### src/rtl/demux_reg.sv
// ============================================================================
// Module   : demux_reg
// Brief    : Registered N-way demultiplexer. One valid/ready input stream is
//            steered by in_sel into one of 2^SWITCH_BITS single-entry holding
//            registers, each with its own valid/ready handshake downstream.
//            Optional broadcast mode: define DEMUX_REG_BCAST_EN to add the
//            in_bcast port, which loads every lane with one accepted word.
// Revision : 1.0 - initial release
// ============================================================================
`default_nettype none

module demux_reg #(
  parameter int SWITCH_BITS = 2,
  parameter int DATA_WIDTH  = 8,
  parameter int CNT_WIDTH   = 16
) (
  input  logic                                    clk,
  input  logic                                    rst,
  input  logic                                    in_valid,
  output logic                                    in_ready,
  input  logic [SWITCH_BITS-1:0]                  in_sel,
  input  logic [DATA_WIDTH-1:0]                   in_data,
`ifdef DEMUX_REG_BCAST_EN
  input  logic                                    in_bcast,
`endif
  output logic [(1<<SWITCH_BITS)-1:0]             out_valid,
  input  logic [(1<<SWITCH_BITS)-1:0]             out_ready,
  output logic [(1<<SWITCH_BITS)*DATA_WIDTH-1:0]  out_data,
  output logic [CNT_WIDTH-1:0]                    xfer_cnt
);

  // Lane count follows from the select width; it is not a free parameter.
  localparam int LANES = 1 << SWITCH_BITS;

  logic [LANES-1:0]                 valid_q;
  logic [LANES-1:0]                 valid_d;
  logic [LANES-1:0][DATA_WIDTH-1:0] data_q;
  logic [LANES-1:0][DATA_WIDTH-1:0] data_d;
  logic [CNT_WIDTH-1:0]             cnt_q;
  logic [CNT_WIDTH-1:0]             cnt_d;

  logic [LANES-1:0] w_lane_free;
  logic [LANES-1:0] w_load;
  logic             w_bcast;
  logic             w_ready_sel;
  logic             w_accept;

`ifdef DEMUX_REG_BCAST_EN
  assign w_bcast = in_bcast;
`else
  assign w_bcast = 1'b0;
`endif

  // A lane can take a word when it is empty or is being drained this cycle.
  assign w_lane_free = ~valid_q | out_ready;

  // Unicast needs only the selected lane free; broadcast needs all of them.
  always_comb begin
    w_ready_sel = w_lane_free[in_sel];
    if (w_bcast) begin
      w_ready_sel = &w_lane_free;
    end
  end

  // rst is active-low, so it gates in_ready off for the whole reset period.
  assign in_ready = rst & w_ready_sel;
  assign w_accept = in_valid & in_ready;

  generate
    for (genvar i = 0; i < LANES; i++) begin : g_lane
      // Load wins over drain, so a drain+load keeps the lane full with new data.
      always_comb begin
        w_load[i]  = w_accept & (w_bcast | (in_sel == SWITCH_BITS'(i)));
        valid_d[i] = w_load[i] | (valid_q[i] & ~out_ready[i]);
        data_d[i]  = w_load[i] ? in_data : data_q[i];
      end

      // Per-lane holding register; data is kept (not cleared) after a drain.
      always_ff @(posedge clk) begin
        if (!rst) begin
          valid_q[i] <= 1'b0;
          data_q[i]  <= '0;
        end else begin
          valid_q[i] <= valid_d[i];
          data_q[i]  <= data_d[i];
        end
      end
    end
  endgenerate

  // One count per accepted input word, regardless of how many lanes it fills.
  assign cnt_d = cnt_q + CNT_WIDTH'(w_accept);

  // Accepted-transfer counter, wraps naturally at its width.
  always_ff @(posedge clk) begin
    if (!rst) begin
      cnt_q <= '0;
    end else begin
      cnt_q <= cnt_d;
    end
  end

  assign out_valid = valid_q;
  assign out_data  = data_q;
  assign xfer_cnt  = cnt_q;

endmodule

`default_nettype wire

### config.mk
export PLATFORM = sky130hd
export DESIGN_NAME = demux_reg
export DESIGN_NICKNAME = d
export VERILOG_FILES = /design/src/rtl/demux_reg.sv
export SDC_FILE = /design/constraint.sdc
export NUM_CORES = 1
export LEC_CHECK = 0
export CAP_MARGIN = 20
export CELL_PAD_IN_SITES_DETAIL_PLACEMENT = 0
export CELL_PAD_IN_SITES_GLOBAL_PLACEMENT = 1
export CORE_AREA = 2 2 87 89
export CTS_CLUSTER_DIAMETER = 100
export CTS_CLUSTER_SIZE = 28
export DETAILED_ROUTE_END_ITERATION = 12
export DIE_AREA = 0 0 89 91
export PLACE_DENSITY = 0.82
export SETUP_SLACK_MARGIN = 0.3
export SLEW_MARGIN = 20
export SYNTH_ARGS = -nofsm -noshare
export SYNTH_HDL_FRONTEND = slang
export SYNTH_SLANG_ARGS = --single-unit
### constraint.sdc
create_clock -name clk -period 2.3 [get_ports clk]
set_input_delay 0.46 -clock clk [delete_from_list [all_inputs] [get_ports clk]]
set_output_delay 0.46 -clock clk [all_outputs]
set_load 0.01 [all_outputs]
==> metrics.txt <==
ys flop type dfxtp_1; ANT nets after route 0; Multi-input gate area 1169 sq um; FF/Latch Area 1046 sq um; max-cap violation count 0; startpoint types flop; maximum vdd drop 302.0 uV; Slew HR 77.19%; CP endpoint kind flop; Final Hold Fails 0; clock-pin slew on the worst setup and hold paths 0.09 ns; Synth Area per Inst 10.47 sq um; Final nets 307; number of global-route vias before repair 1536; commonest non-fill, non-tap cell in the layout clkdlybuf4s50_1; Lkg Pwr 1.292 nW; Setup WS pre-CTS -0.5093 ns; Vias 1675; Clock Sinks 52; IO Port Bufs 69; CP Buf/Inv Count 1; Final min period 2.183 ns; clk_skew 0.008378 ns; Slew Viols, Final 0; FMAX 458.1 MHz; drt first pass iters 4; pin count of the biggest net entering global routing 29; first-pass GRT wire length 7.534 mm; Num CTS Buffers 5; overall routing resource usage 11.96%; TritonCTS clock tree yes; Arrival @ worst endpoint 2.43 ns; CP Cell Sequence nor2b_4 -> mux4_2 -> nor2_2 -> ha_2 -> buf_6 -> nand4_1 -> nor3_2 -> xor2_1 -> and2_1; RSZ-0062 raised after global routing true; Cell Area, Synth 2157 sq um; layout cells sized above 1 16.96%; Die Y 91 um; commonest cells after routing, fill and taps aside clkdlybuf4s50_1 (62), dfxtp_1 (48), mux2i_1 (34); # rows 31; crit path kind reg -> reg; post-detailed-route DRC marker count 0; cells after synthesis 206; Clock Root Buffer clkbuf_8; post-synthesis sequential area ratio 48.26%; Final Cycle Share 94.90%; setup violators final 0; Post-synth ARST share 0%; Ports 70; cts hold-fix bufs 0; Post-Syn Nets 225; wirelength, routed 4.856 mm; initial antenna violation count 0; synth warn 0; Starting Density 30.22%; vias per cell 4.317; full die area 8099 sq um; DR iter-0 viols 52; R2R Setup Slk 0.12 ns; count of cell types in the netlist 29; WL per Instance 12.52 um; GR Overflow Total 0; antenna cells 0; Post-synth EDFFs 0; worst-path fanout max 3; Critical-path top delay cell mux4_2; hpwl dp 3.406 mm; Die X 89 um; GP Congestion 0.7917; CP required 2.55 ns; setup ws final 0.1172 ns; Core ar. 7137 sq um; delay-heaviest family, CP simple AND/OR/NAND/NOR gates; Max clock buf depth 2; outcome complete, no violations; worst hold path class reg -> reg; H-tree Lvls 2; Core Util, Final 45.65%; worst slew pin tran 0.3412 ns; fillcell total 717; Layout area overhead 51.04%; P per Cell Area 519.1 nW/um^2; #FFs+latches synth 52; Crit path largest cell delay 0.48 ns; clk_lat worst skew 0.30 ns
==> stage by stage <==
step / instances / area [sq um] / total power, mW / hold slack (ns) / setup TNS (ns)
global placement: 377 / 3082 / 1.105 / 0.4699 / -5.366
finish: 388 / 3258 / 1.691 / 0.4877 / 0
detailed placement: 377 / 3082 / 1.106 / 0.4786 / -5.306
CTS: 386 / 3241 / 1.720 / 0.4937 / 0
global route: 388 / 3258 / 1.775 / 0.5288 / 0
floorplan: 206 / 2207 / 1.013 / 0.4993 / 0
==> sequential cells by signal, indices dropped and copies added, names as in the netlist <==
signal and flops:
xfer_cnt 16, out_data 32, out_valid 4
==> area by class of cell <==
cell class | count | area share [%]
Tap cell | 99 | 3.802
Timing Repair Buffer | 85 | 24.69
Clock buffer | 6 | 2.227
Clock inverter | 2 | 1.075
Inverter | 2 | 0.2304
Sequential cell | 52 | 32.10
Multi-Input combinational cell | 142 | 35.87
==> per-layer routing <==
| layer | GRT usage, % | share of wire, % |
|---|---|---|
| met1 | 16.57 | 50 |
| met2 | 17.16 | 44 |
| met3 | 3.727 | 5.7 |
| met4 | 4.726 | 0.97 |
| met5 | 0 | 0 |
==> cell families (layout without fill, tap and decap cells) <==
group	count (synthesis)	count (layout)	share of synthesized area [%]
xor+xnor	10	10	4.061
compound gates	8	8	2.552
fa+ha+maj	2	2	1.160
buf+inv	12	95	2.610
mux	35	35	17.00
simple gates	87	87	24.36
flops	52	52	48.26
==> tightest hold or removal path, cell delays in order (launching register included) <==
cell and delay (ns):
dfxtp_1 0.32, nand2_1 0.06, mux2i_1 0.06
==> cell usage after synthesis (4+ instances only) <==
cell,number,area [sq um]
dfxtp_1,52,1041
nor2b_1,36,225.2
mux2i_1,34,340.3
and2_1,12,75.07
nand2_1,9,33.78
xor2_1,7,61.31
clkbuf_1,6,22.52
nand3_1,6,30.03
nor2_1,4,15.01
nor3_1,4,20.02
==> power by group <==
group / switching, mW / total, mW / leakage (nW) / internal, mW
Clock: 0.284 / 0.607 / 0.0552 / 0.323
Sequential: 0.00961 / 0.925 / 0.422 / 0.916
Combinational: 0.0661 / 0.158 / 0.814 / 0.0923
Total: 0.360 / 1.69 / 1.29 / 1.33
==> worst paths after layout <==
check / start / cells past startpoint / endpoint
min reg2reg: xfer_cnt[15] / 2 / xfer_cnt[15]
max: out_valid[0] / 9 / xfer_cnt[9]
min: xfer_cnt[15] / 2 / xfer_cnt[15]
max reg2reg: out_valid[0] / 9 / xfer_cnt[9]
==> what timing repair did <==
item | 4_1_cts | 5_1_grt
resized for setup | 21 | 7
cloned | 0 | 0
setup endpoints to repair | 15 | 13
hold endpoints to repair | 0 | 0
pin swaps | 7 | 7
setup buffers | 1 | 2
Note: power is estimated with default switching activity, not from simulation.
